==> config.mk <==
export PLATFORM = sky130hd
export DESIGN_NAME = hdmi_pattern_sequencer
export DESIGN_NICKNAME = d
export VERILOG_FILES = /design/src/rtl/hdmi_pattern_sequencer.sv
export SDC_FILE = /design/constraint.sdc
export NUM_CORES = 1
export LEC_CHECK = 0
export BUFFER_PORTS_ARGS = -buffer_cell sky130_fd_sc_hd__buf_2
export CELL_PAD_IN_SITES_DETAIL_PLACEMENT = 0
export CELL_PAD_IN_SITES_GLOBAL_PLACEMENT = 1
export CORE_ASPECT_RATIO = 0.75
export CORE_MARGIN = 5
export CORE_UTILIZATION = 45
export CTS_CLUSTER_DIAMETER = 30
export CTS_CLUSTER_SIZE = 40
export DETAILED_ROUTE_END_ITERATION = 8
export PLACE_DENSITY_LB_ADDON = 0.15
export REMOVE_ABC_BUFFERS = 1
export SKIP_CTS_REPAIR_TIMING = 1
export SYNTH_ARGS = -nofsm -noshare
export SYNTH_HDL_FRONTEND = slang
export SYNTH_SLANG_ARGS = --single-unit
==> constraint.sdc <==
create_clock -name clk -period 7.4 [get_ports clk]
set_input_delay 0 -clock clk [delete_from_list [all_inputs] [get_ports clk]]
set_output_delay 0 -clock clk [all_outputs]
set_load 0.01 [all_outputs]
==> src/rtl/hdmi_pattern_sequencer.sv <==
// Test-pattern source for the 720p DVI/HDMI bring-up path: four patterns selected at frame
// boundaries, with RGB and hs/vs/de registered together so they stay aligned at the TX.
module hdmi_pattern_sequencer #(
  parameter int unsigned H_ACTIVE     = 1280,
  parameter int unsigned V_ACTIVE     = 720,
  parameter int unsigned DWELL_FRAMES = 120,
  parameter bit          VS_POL       = 1'b1
) (
  input  logic        clk,
  input  logic        rst,
  input  logic        auto_en,
  input  logic        step,
  input  logic        hs_in,
  input  logic        vs_in,
  input  logic        de_in,
  input  logic [10:0] active_x,
  input  logic [10:0] active_y,
  output logic        hs_out,
  output logic        vs_out,
  output logic        de_out,
  output logic [7:0]  rgb_r,
  output logic [7:0]  rgb_g,
  output logic [7:0]  rgb_b,
  output logic [1:0]  pattern_id
);

  localparam logic [10:0] BIT_W  = 11'(H_ACTIVE / 24);
  localparam logic [10:0] BAR_W  = 11'(H_ACTIVE / 8);
  localparam logic [10:0] GRAY_W = 11'(H_ACTIVE / 256);
  localparam logic [10:0] V_MAX  = 11'(V_ACTIVE);
  localparam int unsigned DW     = (DWELL_FRAMES > 1) ? $clog2(DWELL_FRAMES) : 1;
  localparam logic [DW-1:0] DWELL_LAST = DW'(DWELL_FRAMES - 1);

  logic          vs_d;
  logic          step_pend;
  logic          phase;
  logic [DW-1:0] dwell_cnt;

  logic          frame_start;
  logic          dwell_done;
  logic          advance;
  logic [10:0]   bit_q, bar_q, gray_q;
  logic [4:0]    bit_idx;
  logic [2:0]    bar_idx;
  logic [7:0]    gray;
  logic [23:0]   pix;

  assign frame_start = (vs_in == VS_POL) && (vs_d != VS_POL);
  assign dwell_done  = auto_en && (dwell_cnt == DWELL_LAST);
  assign advance     = frame_start && (step_pend || step || dwell_done);

  // Constant divisors only; quotients are clamped so columns past H_ACTIVE hold the last bar.
  assign bit_q   = active_x / BIT_W;
  assign bar_q   = active_x / BAR_W;
  assign gray_q  = active_x / GRAY_W;
  assign bit_idx = (bit_q > 11'd23) ? 5'd23 : bit_q[4:0];
  assign bar_idx = (bar_q > 11'd7) ? 3'd7 : bar_q[2:0];
  assign gray    = (gray_q > 11'd255) ? 8'hff : gray_q[7:0];

  always_comb begin
    pix = 24'h000000;
    unique case (pattern_id)
      2'd0: pix = 24'h800000 >> bit_idx;
      2'd1: begin
        unique case (bar_idx)
          3'd0: pix = 24'hffffff;
          3'd1: pix = 24'hffff00;
          3'd2: pix = 24'h00ffff;
          3'd3: pix = 24'h00ff00;
          3'd4: pix = 24'hff00ff;
          3'd5: pix = 24'hff0000;
          3'd6: pix = 24'h0000ff;
          3'd7: pix = 24'h000000;
        endcase
      end
      2'd2: pix = {gray, gray, gray};
      2'd3: pix = (active_x[5] ^ active_y[5] ^ phase) ? 24'h000000 : 24'hffffff;
    endcase
  end

  always_ff @(posedge clk) begin
    if (rst) begin
      hs_out     <= 1'b0;
      vs_out     <= 1'b0;
      de_out     <= 1'b0;
      rgb_r      <= 8'h00;
      rgb_g      <= 8'h00;
      rgb_b      <= 8'h00;
      pattern_id <= 2'd0;
      dwell_cnt  <= '0;
      step_pend  <= 1'b0;
      phase      <= 1'b0;
      // Idle at the active level so releasing reset during vs is not a frame start.
      vs_d       <= VS_POL;
    end else begin
      hs_out <= hs_in;
      vs_out <= vs_in;
      de_out <= de_in;
      {rgb_r, rgb_g, rgb_b} <= de_in ? pix : 24'h000000;
      vs_d   <= vs_in;
      if (advance) begin
        pattern_id <= pattern_id + 2'd1;
        dwell_cnt  <= '0;
        step_pend  <= 1'b0;
        phase      <= 1'b0;
      end else begin
        if (step) step_pend <= 1'b1;
        if (!auto_en) dwell_cnt <= '0;
        else if (frame_start) dwell_cnt <= dwell_cnt + 1'b1;
        if (frame_start && pattern_id == 2'd3) phase <= ~phase;
      end
    end
  end

  a_y_in_frame : assert property (@(posedge clk) disable iff (rst) de_in |-> active_y < V_MAX)
    else $error("active_y out of frame");

endmodule

==> metrics <==
run status completed; minimum clock period 4920 ps; CP delay by family, top compound AO/OA/AOI/OAI gates; RSZ-0062 raised after global routing no; startpoint class of the critical path input port; DP Wirelength 8.36 mm; TritonRoute pass-1 iters 5; Die Width 120 um; leading area contributor after synthesis dfxtp_1; Synth top area share 0.192; Hold Path Class input port to flip-flop; Setup CP Type input port to flip-flop; core area 8930 sq um; worst setup margin 2480 ps; Layout Area Growth over Synthesis 8.66%; final clock skew 3.15 ps; placed instance area 4260 sq um; max-cap viol count 0; Post-Synth Simple-Gate Area 0.242; fin nets 589; Initial DRC Count 376; pre-CTS setup slack 2290 ps; fraction of layout cells with a size suffix above 1 0.183; Max Clock Freq 203 MHz; top post-synthesis cells by area dfxtp_1 (19%), o21ai_0 (6.1%), nand2_1 (4.0%); Setup TNS Final 0 ps; worst vdd ir 0.000147 V; vias in the first global route 3577; final worst-path cycle share 0.665; Tot Pwr 813 uW; Yosys reg bits 39; antenna-violating nets left 0; Power Density 184 nW/um^2; most frequent CP cell o211ai_1; Synth Area in XOR/XNOR 0.0617; DR vias/cell 6.33; routed len/inst 17.3 um; starting density of the core 0.456; Critical Path End Type flip-flop; Setup-failing EPs final 0; Mapped Area 4070 sq um; H-tree levels 2; Die Y 92.4 um; leak pwr 1.70 nW; Yosys warning count 0; via count 4210; Global Route Usage Sum 0.199; first-pass GRT wire length 18.5 mm; Synth Flop Type dfxtp_1; IO Pins 58; main combinational cell family by area after synthesis compound AO/OA/AOI/OAI gates; Max-slew headroom 0.218; Seq/Total Area, Yosys 0.192; Cell Chain, Critical Path buf_2 -> and2b_1 -> a32oi_2 -> o211ai_1 -> o211ai_1 -> o21ai_0 -> a2bb2oi_2 -> a31oi_4 -> nor2_1 -> xnor2_1 -> ha_1 -> o2111a_1 -> o31a_1 -> o32a_1 -> nor3b_2 -> o22ai_1; CTS clk-pin slew, worst paths 50 ps; post-synthesis adder-cell area fraction 0.0292; Synth Area in Compound Gates 0.387; worst endpoint required time 7520 ps; die area 11100 sq um; number of synthesized flops with an enable pin 0; initial antenna violation count 0; row count 30; Worst Path Arrival 5040 ps; Slowest-stage cell, CP nor3b_2; number of remaining DRC errors 0; post-synthesis cell type count 102; Num CTS Buffers 5; gpl congestion 0.867; CP bufs+invs 1; largest net degree at the start of global routing 36; PortBufs 47; # fillers 911; Max FO, Critical Path 31; CTS Root Cell clkbuf_16; Synth async-reset ratio 0; antenna fix cells 0; slowest stage delay, CP 670 ps; drt total wl 11.5 mm; clock tree buffer depth 2; TritonCTS clock tree done; Worst-Margin Slew 1140 ps; mux cell area share after synthesis 0.0212; final hold violations 0; GR Overflow Total 0; syn avg cell area 7.60 sq um; clock latency on the worst-skew pair 280 ps; Slew Limit Fails 0; Synth Instances 536; CTS Sinks 39; Final Cell Area 4430 sq um
==> cells in the mapped netlist (4+ instances only) <==
master and n:
a31oi_1 6, o31ai_1 9, and3_1 4, dfxtp_1 39
o21ai_1 7, a21oi_1 28, a211o_1 5, or3_1 5
nand4_1 9, o2bb2ai_1 5, o31a_1 4, buf_1 6
a221oi_1 5, nor2b_1 11, o21ai_0 50, xor2_1 8
buf_4 6, xnor2_1 17, nand3b_1 7, nor3_1 9
ha_1 7, buf_2 9, nor2_1 39, o211ai_1 7
o22ai_1 6, o21a_1 4, mux2i_1 5, a211oi_1 4
o41ai_1 4, inv_1 17, clkbuf_1 16, nand3_1 20
nand2_1 43, o31ai_2 4, or2_2 5
==> routing by layer <==
layer | vias up | GRT usage | part of all wire
li1 | 2074 | - | -
met1 | 1986 | 0.308 | 0.49
met2 | 146 | 0.293 | 0.44
met3 | 4 | 0.0385 | 0.070
met4 | 0 | 0.0229 | 0.0031
met5 | - | 0 | 0
==> placed cells by master, fill, tap and decap left out, types with 4 or more instances in the layout <==
cell type / instances
inv_1: 17
a21oi_1: 28
o41ai_1: 4
buf_2: 47
o31a_1: 4
nor3_1: 9
o31ai_1: 9
o21ai_1: 7
clkbuf_16: 5
dfxtp_1: 39
and3_1: 4
nand4_1: 9
nor2_1: 39
or2_2: 5
xor2_1: 8
or3_1: 5
a221oi_1: 5
nor2b_1: 11
ha_1: 7
nand3_1: 20
a211oi_1: 4
o211ai_1: 7
mux2i_1: 5
nand3b_1: 7
o22ai_1: 6
xnor2_1: 17
o31ai_2: 4
a31oi_1: 5
o21a_1: 4
nand2_1: 43
o2bb2ai_1: 5
a211o_1: 5
o21ai_0: 50
==> final cells by class <==
type	instances	area [sq um]	share of cell area
Inverter	20	75.1	0.0170
Timing Repair Buffer	50	263	0.0594
Multi-Input combinational cell	437	3020	0.683
Sequential cell	39	781	0.176
Clock buffer	6	139	0.0314
Clock inverter	1	5.00	0.00113
Tap cell	112	140	0.0317
==> worst register-to-register path, stage by stage, from the launching register on <==
cell	delay, ps
dfxtp_1	350
inv_1	100
ha_1	180
nand2_1	50
a221oi_1	880
o21ai_0	300
o31ai_1	130
==> path summary, 6_finish.rpt <==
check                                                 end  slack, ps                  startpoint  cells past startpoint
worst max-delay path                  rgb_b[0]$_SDFF_PP0_       2480                 active_x[5]                     16
worst min-delay path                    vs_out$_SDFF_PP0_          5                         rst                      2
worst max register to register        rgb_b[7]$_SDFF_PP0_       5320  pattern_id[1]$_SDFFE_PP0P_                      6
worst min register to register  dwell_cnt[5]$_SDFFE_PP0P_        520   dwell_cnt[5]$_SDFFE_PP0P_                      2
==> flip-flops by register name, indices dropped and copies added (netlist names) <==
name and cells:
vs_d 1, rgb_b 8, dwell_cnt 7, rgb_g 8
vs_out 1, rgb_r 8, de_out 1, pattern_id 2
phase 1, hs_out 1, step_pend 1
==> power by group <==
part | internal [mW] | switching [mW]
registers | 0.217 | 0.00183
clock network | 0.131 | 0.0751
logic | 0.137 | 0.251
==> stage by stage <==
step	hold slack, ps	cells	utilization
final	4.67	665	0.496
after global routing	9.00	665	0.496
after CTS	-70.9	663	0.493
after detailed placement	220	656	0.477
after global placement	210	656	0.477
after floorplan	71.6	496	-
==> logic make-up (layout without fill, tap and decap cells) <==
group / Yosys count / after routing
compound gates: 208 / 208
simple gates: 184 / 184
buf+inv: 60 / 77
flops: 39 / 39
xor+xnor: 27 / 27
fa+ha+maj: 10 / 10
mux: 8 / 8
No activity file was read; power rests on OpenSTA's default activity.
